===== src/rtl/game_ctrl.sv =====
// Game-level controller for the jumping-ball game: button debounce, hit/miss
// edge detection, BCD scoring, lives/speed tracking and the newgame/play/over FSM.
module game_ctrl #(
    parameter int DB_CYCLES   = 1000000,
    parameter int LIVES_INIT  = 3,
    parameter int SPEED_STEP  = 10,
    parameter int OVER_FRAMES = 120
) (
    input  logic        clk,
    input  logic        reset,
    input  logic        btn,
    input  logic        frame_tick,
    input  logic        hit,
    input  logic        miss,
    output logic        gra_still,
    output logic [1:0]  speed,
    output logic [15:0] score,
    output logic [15:0] high_score,
    output logic [1:0]  lives,
    output logic [1:0]  state,
    output logic        game_over
);

    localparam int DBW = $clog2(DB_CYCLES + 1);
    localparam int SSW = $clog2(SPEED_STEP + 1);
    localparam int OFW = $clog2(OVER_FRAMES + 1);

    typedef enum logic [1:0] {
        ST_NEWGAME = 2'b00,
        ST_PLAY    = 2'b01,
        ST_OVER    = 2'b10
    } state_t;

    state_t          state_q, state_d;
    logic [15:0]     score_q, score_d, high_q, high_d;
    logic [1:0]      lives_q, lives_d, speed_q, speed_d;
    logic [SSW-1:0]  land_q, land_d;
    logic [OFW-1:0]  over_cnt_q, over_cnt_d;
    logic            game_over_q, game_over_d, gra_still_q;
    logic            btn_s1_q, btn_s2_q, db_q, db_prev_q, hit_q, miss_q;
    logic [DBW-1:0]  db_cnt_q;
    logic            btn_press_s, hit_ev_s, miss_ev_s;

    // Increment a 4-digit BCD word with per-digit carry; 9999 wraps to 0000.
    function automatic logic [15:0] bcd_inc(input logic [15:0] v);
        logic [15:0] r;
        logic        c;
        r = v;
        c = 1'b1;
        for (int i = 0; i < 4; i++) begin
            if (c) begin
                if (r[i*4 +: 4] == 4'd9) begin
                    r[i*4 +: 4] = 4'd0;
                end else begin
                    r[i*4 +: 4] = r[i*4 +: 4] + 4'd1;
                    c = 1'b0;
                end
            end
        end
        return r;
    endfunction

    assign btn_press_s = db_q & ~db_prev_q;
    assign hit_ev_s    = hit & ~hit_q;
    assign miss_ev_s   = miss & ~miss_q;

    // Button synchronizer, debouncer and input edge registers.
    always_ff @(posedge clk or posedge reset) begin
        if (reset) begin
            btn_s1_q  <= 1'b0;
            btn_s2_q  <= 1'b0;
            db_q      <= 1'b0;
            db_prev_q <= 1'b0;
            db_cnt_q  <= '0;
            hit_q     <= 1'b0;
            miss_q    <= 1'b0;
        end else begin
            btn_s1_q  <= btn;
            btn_s2_q  <= btn_s1_q;
            db_prev_q <= db_q;
            hit_q     <= hit;
            miss_q    <= miss;
            if (btn_s2_q != db_q) begin
                if (db_cnt_q == DBW'(DB_CYCLES - 1)) begin
                    db_q     <= ~db_q;
                    db_cnt_q <= '0;
                end else begin
                    db_cnt_q <= db_cnt_q + 1'b1;
                end
            end else begin
                db_cnt_q <= '0;
            end
        end
    end

    // Next-state and datapath update for the game FSM.
    always_comb begin
        state_d     = state_q;
        score_d     = score_q;
        high_d      = high_q;
        lives_d     = lives_q;
        speed_d     = speed_q;
        land_d      = land_q;
        over_cnt_d  = over_cnt_q;
        game_over_d = 1'b0;
        case (state_q)
            ST_NEWGAME: begin
                score_d = 16'h0000;
                lives_d = 2'(LIVES_INIT);
                speed_d = 2'd1;
                land_d  = '0;
                if (btn_press_s) begin
                    state_d = ST_PLAY;
                end else begin
                    state_d = ST_NEWGAME;
                end
            end
            ST_PLAY: begin
                // A simultaneous hit is dropped: the miss takes priority.
                if (miss_ev_s) begin
                    lives_d = lives_q - 2'd1;
                    if (lives_q == 2'd1) begin
                        state_d     = ST_OVER;
                        game_over_d = 1'b1;
                        over_cnt_d  = '0;
                        high_d      = (score_q > high_q) ? score_q : high_q;
                    end else begin
                        state_d = ST_PLAY;
                    end
                end else if (hit_ev_s) begin
                    score_d = bcd_inc(score_q);
                    if (land_q == SSW'(SPEED_STEP - 1)) begin
                        land_d  = '0;
                        speed_d = (speed_q == 2'd3) ? 2'd3 : speed_q + 2'd1;
                    end else begin
                        land_d = land_q + 1'b1;
                    end
                end else begin
                    state_d = ST_PLAY;
                end
            end
            ST_OVER: begin
                if (frame_tick && (over_cnt_q != OFW'(OVER_FRAMES))) begin
                    over_cnt_d = over_cnt_q + 1'b1;
                end else begin
                    over_cnt_d = over_cnt_q;
                end
                if (btn_press_s && (over_cnt_q == OFW'(OVER_FRAMES))) begin
                    state_d = ST_NEWGAME;
                    score_d = 16'h0000;
                    lives_d = 2'(LIVES_INIT);
                    speed_d = 2'd1;
                    land_d  = '0;
                end else begin
                    state_d = ST_OVER;
                end
            end
            default: begin
                state_d = ST_NEWGAME;
            end
        endcase
    end

    // Game state and registered outputs.
    always_ff @(posedge clk or posedge reset) begin
        if (reset) begin
            state_q     <= ST_NEWGAME;
            score_q     <= 16'h0000;
            high_q      <= 16'h0000;
            lives_q     <= 2'(LIVES_INIT);
            speed_q     <= 2'd1;
            land_q      <= '0;
            over_cnt_q  <= '0;
            game_over_q <= 1'b0;
            gra_still_q <= 1'b1;
        end else begin
            state_q     <= state_d;
            score_q     <= score_d;
            high_q      <= high_d;
            lives_q     <= lives_d;
            speed_q     <= speed_d;
            land_q      <= land_d;
            over_cnt_q  <= over_cnt_d;
            game_over_q <= game_over_d;
            gra_still_q <= (state_d != ST_PLAY);
        end
    end

    assign gra_still  = gra_still_q;
    assign speed      = speed_q;
    assign score      = score_q;
    assign high_score = high_q;
    assign lives      = lives_q;
    assign state      = state_q;
    assign game_over  = game_over_q;

endmodule


===== config.mk =====
export PLATFORM = sky130hd
export DESIGN_NAME = game_ctrl
export DESIGN_NICKNAME = d
export VERILOG_FILES = /design/src/rtl/game_ctrl.sv
export SDC_FILE = /design/constraint.sdc
export NUM_CORES = 1
export LEC_CHECK = 0
export CORE_UTILIZATION = 56
export DETAILED_ROUTE_END_ITERATION = 6
export GPL_TIMING_DRIVEN = 0
export PLACE_DENSITY = 0.8
export SLEW_MARGIN = 30
export SYNTH_ARGS = -nofsm -noshare
export SYNTH_HDL_FRONTEND = slang
export SYNTH_SLANG_ARGS = --single-unit
export TNS_END_PERCENT = 1

===== constraint.sdc =====
create_clock -name clk -period 2.5 [get_ports clk]
set_input_delay 0.25 -clock clk [delete_from_list [all_inputs] [get_ports clk]]
set_output_delay 0.25 -clock clk [all_outputs]
set_load 0.02 [all_outputs]

==> results of run 1 <==
==> power breakdown <==
group | internal [W] | switching, W
logic | 0.0000176 | 0.0000394
registers | 0.00125 | 0.00000492
clock network | 0.000441 | 0.000465
total | 0.00171 | 0.000509
==> state kept, by name, summed over array words and instances (netlist names), 2 cells and up <==
name,flops
land_q,4
db_cnt_q,20
speed,2
high_score,16
lives,2
score,16
state,2
over_cnt_q,7
==> cell usage after synthesis (all sizes together) (5+ instances only) <==
| master | number |
|---|---|
| nand3 | 20 |
| o31ai | 11 |
| nand2 | 39 |
| and3 | 7 |
| nor3 | 7 |
| nand2b | 7 |
| nand4 | 6 |
| ha | 30 |
| xor2 | 17 |
| a21o | 5 |
| inv | 33 |
| mux2i | 5 |
| a21oi | 13 |
| mux2 | 12 |
| o21ai | 24 |
| nor2 | 36 |
| xnor2 | 7 |
| dfrtp | 73 |
==> layout make-up <==
class                   instances  area, um^2  area share
plain buffers                   7        40.0     0.00822
clock buffers                  13         169      0.0347
clock inverters                 3        20.0     0.00411
inverters                      33         126      0.0259
multi-input cells             284        1990       0.408
flip-flops and latches         77        1930       0.397
well taps                      96         120      0.0247
repair buffers                 47         478      0.0981
==> critical path, delay by kind of cell (launching register included) <==
family	cells	cell delay [ns]
compound gates	1	0.16
fa+ha+maj	1	0.34
flops	1	0.45
simple gates	3	0.82
mux	1	0.28
buf+inv	1	0.19
==> through the flow <==
| stage | utilization | TNS (ns) |
|---|---|---|
| after floorplan | - | 0 |
| after global placement | 0.673 | -70.70 |
| after detailed placement | 0.676 | -1.31 |
| after CTS | 0.705 | 0 |
| after global routing | 0.705 | 0 |
| final | 0.705 | 0 |
==> routing by layer <==
layer,up-vias,global-route usage,part of all wire
li1,1520,-,-
met1,1514,0.334,0.47
met2,70,0.392,0.48
met3,12,0.0379,0.036
met4,0,0.103,0.016
met5,-,0,0
==> logic make-up (layout without fill, tap and decap cells) <==
family | after synthesis | after routing | share of synthesized area
and+or+nand+nor | 145 | 145 | 0.181
DFF | 77 | 77 | 0.474
buffers and inverters | 40 | 103 | 0.0402
adders and majority gates | 30 | 30 | 0.0921
AOI/OAI and AO/OA | 68 | 68 | 0.115
xor gates and xnor gates | 24 | 24 | 0.0516
muxes | 17 | 17 | 0.0454
==> worst max-delay path by stage <==
stage	startpoint	end	cells past startpoint	slack [ns]
2_1_floorplan	score[14]	high_score[0]	7	0.11
3_3_place_gp	reset	over_cnt_q[6]	2	-0.95
6_report	score[13]	high_score[0]	7	0.14
4_1_cts	score[13]	high_score[0]	7	0.04
3_5_place_dp	miss	high_score[0]	7	-0.23
5_1_grt	over_cnt_q[0]	score[2]	8	0.02
==> timing repair <==
action | 4_1_cts | 5_1_grt
gates resized for setup | 1 | 2
cloned | 0 | 0
buffers inserted | 1 | 0
endpoints found under the setup margin | 5 | 11
pin swaps | 1 | 1
==> flow_summary.json, run 1 <==
{
  "status": "finished clean",
  "power_density_nw_per_um2": 456,
  "end_kind": "flop",
  "ctsHoldBuffers": 0,
  "drt-total-wl_um": 8470,
  "yosysTopAreaCell": "dfrtp_1",
  "hp-class": "input pin to async pin",
  "htree_levels": 3,
  "die_x_um": 87.3,
  "gp_congestion": 0.818,
  "power_w": 0.00222,
  "synth_area_per_cell_um2": 10.2,
  "yosys-top-cells-area": "dfrtp_1 (45%), ha_1 (9.2%), xor2_1 (3.7%)",
  "drc": 0,
  "drive_gt1_frac": 0.108,
  "antenna_found_initial": 0,
  "hold_ws_ns": 0.272,
  "finClkSkew_ns": 0.0159,
  "reg2reg_slack_ns": 0.14,
  "final_common_cell": "dfrtp_1",
  "portBuffers": 45,
  "ios": 46,
  "critPathSlowestCell": "nor4_1",
  "design_area_um2": 4870,
  "worstSetupPathType": "flop to flop",
  "layout_common_cells": "dfrtp_1 (72), clkdlybuf4s50_1 (45), nand2_1 (38)",
  "timing.rr.end": "high_score[0]",
  "stdcell_count": 560,
  "grt_use_total": 0.246,
  "nets": 495,
  "setup.worst_path.start_class": "flop",
  "clock_sinks": 77,
  "dp.cells": 543,
  "vias": 3116,
  "cts_root_buffer": "clkbuf_8",
  "cts_tree": "built",
  "synth_edf_count": 0,
  "slew-limit-headroom": 0.476,
  "fillers": 552,
  "final_antenna_net_count": 0,
  "p_leak_nw": 2.19,
  "synth_area_um2": 4080,
  "vias_per_cell": 5.56,
  "dr.pass1.iters": 5,
  "fmax_mhz": 423,
  "rows": 30,
  "grt.overflow.total": 0,
  "reg2reg_from": "score[13]",
  "async_flop_share": 1.00,
  "core_area_um2": 6910,
  "hold_viol_final": 0,
  "critPathMaxStageDelay_ns": 0.54,
  "finalSetupViolCount": 0,
  "dp_hpwl_um": 6150,
  "reg2reg_depth": 7,
  "cts_made_buffers": 9,
  "ys_ff_latch": 77,
  "clk_latency_ns": 0.35,
  "path_clk_slew_ns": 0.09,
  "worst_pin_slew_ns": 0.780,
  "cap_violations": 0,
  "slew_violations": 0,
  "fin_crit_sh": 0.945,
  "postLayoutSetupSlackWorst_ns": 0.137,
  "path_cells": "ha_1 -> nand4_1 -> nor3_1 -> nor4_1 -> a31oi_4 -> buf_6 -> mux2_2",
  "worst-path-max-fanout": 10,
  "grt_pass1_wl_um": 14400,
  "first_global_vias": 3079,
  "syn_nets": 437,
  "grt_max_degree": 42,
  "worstPathArrival_ns": 2.60,
  "ys_warn_count": 0,
  "antenna_cells": 0,
  "postPlaceCellArea_um2": 4670,
  "syn_inst": 401,
  "synthToLayoutAreaGrowth_pct": 19.6,
  "clockBufferDepth": 2,
  "dp_worst_setup_slack_ns": -0.230,
  "start_util": 0.590,
  "yosysSeqAreaShare": 0.474,
  "synth_flop_cell": "dfrtp_1",
  "post_synth_num_cell_types": 50,
  "worstPathRequired_ns": 2.74,
  "synth_top_area_share": 0.448,
  "rsz0062_at_grt": "no",
  "wl_per_cell_um": 15.1,
  "die-area_um2": 7620,
  "drt_iter0_drc": 138,
  "irDropWorstVdd_mv": 0.267,
  "min_period_ns": 2.36,
  "die_h_um": 87.3
}
(Power assumes the default switching activity.)
==> inputs of run 2 (changes only) <==
CORE_UTILIZATION = 55   (was 56)
PLACE_DENSITY = 0.78   (was 0.8)
==> run 2 against run 1 <==
  * First-iteration DRC count fell by 13%
  * Total power rose by 2.0%
  * Utilization fell by 2.5 points
  * Critical path depth did not move
  * Worst hold slack got worse by 0.021 ns
  * Clock skew fell by 0.0052 ns
==> flow_summary.json, run 2 (synthesis results as in run 1) <==
{
  "ios": 46,
  "first_global_vias": 3051,
  "postLayoutSetupSlackWorst_ns": 0.126,
  "worst_pin_slew_ns": 0.870,
  "synthToLayoutAreaGrowth_pct": 20.5,
  "worst-path-max-fanout": 10,
  "clkPwrFrac": 0.420,
  "drt-total-wl_um": 8280,
  "grt_max_degree": 47,
  "setup.worst_path.start_class": "flop",
  "end_kind": "flop",
  "slew-limit-headroom": 0.416,
  "wl_per_cell_um": 14.7,
  "antenna_cells": 0,
  "irDropWorstVdd_mv": 0.284,
  "die-area_um2": 7760,
  "worstPathRequired_ns": 2.74,
  "largest_reg_flops": 20,
  "nets": 496,
  "regMostFlops": "db_cnt_q",
  "min_period_ns": 2.37,
  "die_x_um": 88.1,
  "dp_worst_setup_slack_ns": -0.240,
  "rsz0062_at_grt": "no",
  "core_area_um2": 7210,
  "slew_violations": 0,
  "dp_hpwl_um": 5950,
  "power.switching_w": 0.000530,
  "layout_common_cells": "dfrtp_1 (72), clkdlybuf4s50_1 (45), nand2_1 (38)",
  "finalSetupViolCount": 0,
  "cap_violations": 0,
  "hold_ws_ns": 0.252,
  "clock_sinks": 77,
  "portBuffers": 45,
  "swShare": 0.234,
  "start_util": 0.565,
  "stdcell_count": 564,
  "fin_crit_sh": 0.950,
  "fmax_mhz": 421,
  "status": "finished clean",
  "htree_levels": 3,
  "hold_viol_final": 0,
  "clockBufferDepth": 2,
  "grt_use_total": 0.238,
  "finClkSkew_ns": 0.0107,
  "cts_tree": "built",
  "rows": 31,
  "vias": 3109,
  "grt_pass1_wl_um": 14100,
  "worstSetupPathType": "flop to flop",
  "drc": 0,
  "ctsHoldBuffers": 0,
  "grt.overflow.total": 0,
  "pwr-share-seq": 0.555,
  "drt_iter0_drc": 120,
  "p_leak_nw": 2.20,
  "path_clk_slew_ns": 0.09,
  "drive_gt1_frac": 0.116,
  "die_h_um": 88.1,
  "final_antenna_net_count": 0,
  "gp_congestion": 0.842,
  "vias_per_cell": 5.51,
  "clk_latency_ns": 0.36,
  "dr.pass1.iters": 5,
  "final_common_cell": "dfrtp_1",
  "p_comb_frac": 0.025,
  "worstPathArrival_ns": 2.61,
  "cts_made_buffers": 9,
  "cts_root_buffer": "clkbuf_8",
  "internal_power_w": 0.00173,
  "fin_util": 0.681,
  "dp.cells": 546,
  "hp-class": "input pin to async pin",
  "power_density_nw_per_um2": 461,
  "antenna_found_initial": 0
}
-- run 2: cell count changes in the layout (fill, tap and decap cells not counted), sizes merged --
cell,delta
clkbuf,-4
inv,+1
clkinvlp,+1
bufinv,+1
clkinv,+1
buf,+1
-- run 2: worst paths after layout --
kind	startpoint	end	slack (ns)	depth (start not counted)
max reg2reg	score[11]	high_score[3]	0.13	7
max in group asynchronous	reset	speed[0]	1.61	3
min	reset	high_score[13]	0.25	2
min in group clk	btn	btn_s1_q	0.32	1
min reg2reg	btn_s1_q	btn_s2_q	0.37	0
max	score[11]	high_score[3]	0.13	7
-- run 2: metal layers --
metal / vias up / wire length [um] / global-route usage
met4: 0 / 154 / 0.109
met3: 15 / 262 / 0.0424
met1: 1511 / 3870 / 0.322
met2: 65 / 4000 / 0.374
li1: 1518 / - / -
met5: - / 0 / 0
-- run 2: critical path, stage by stage (launching register included) --
cell     delay (ns)
dfrtp_2        0.46
ha_1           0.33
nand4_1        0.17
nor4_2         0.35
o21ai_1        0.16
a31oi_4        0.22
buf_6          0.20
mux2_2         0.35
-- run 2: per-stage QoR --
stage	total power (W)	setup TNS, ns	area (um^2)
2_1_floorplan	0.00131	0	4080
3_3_place_gp	0.00133	-71.09	4650
3_5_place_dp	0.00134	-1.67	4680
4_1_cts	0.00229	0	4900
5_1_grt	0.00234	0	4910
6_report	0.00226	0	4910
-- run 2: final cells by class --
class	count	area [um^2]
tap	99	124
timing repair buffer	48	493
clock inverter	7	75.1
inverter	33	126
multi-input combinational	284	2000
clock buffer	9	124
sequential	77	1930
buffer	7	40.0
fill	572	2300
-- run 2: power groups by stage --
stage          registers [W]  clock network (W)  logic (W)
2_1_floorplan        0.00128                  0  0.0000335
3_3_place_gp         0.00128                  0  0.0000520
3_5_place_dp         0.00128                  0  0.0000592
4_1_cts              0.00126           0.000969  0.0000592
5_1_grt              0.00126            0.00102  0.0000658
6_report             0.00126           0.000950  0.0000569
-- run 2: repair_timing --
| action | 4_1_cts | 5_1_grt |
|---|---|---|
| pin swaps | 1 | 2 |
| setup buffers | 2 | 0 |
| gates cloned | 0 | 0 |
| endpoints found under the setup margin | 10 | 14 |
| gates resized for setup | 1 | 4 |
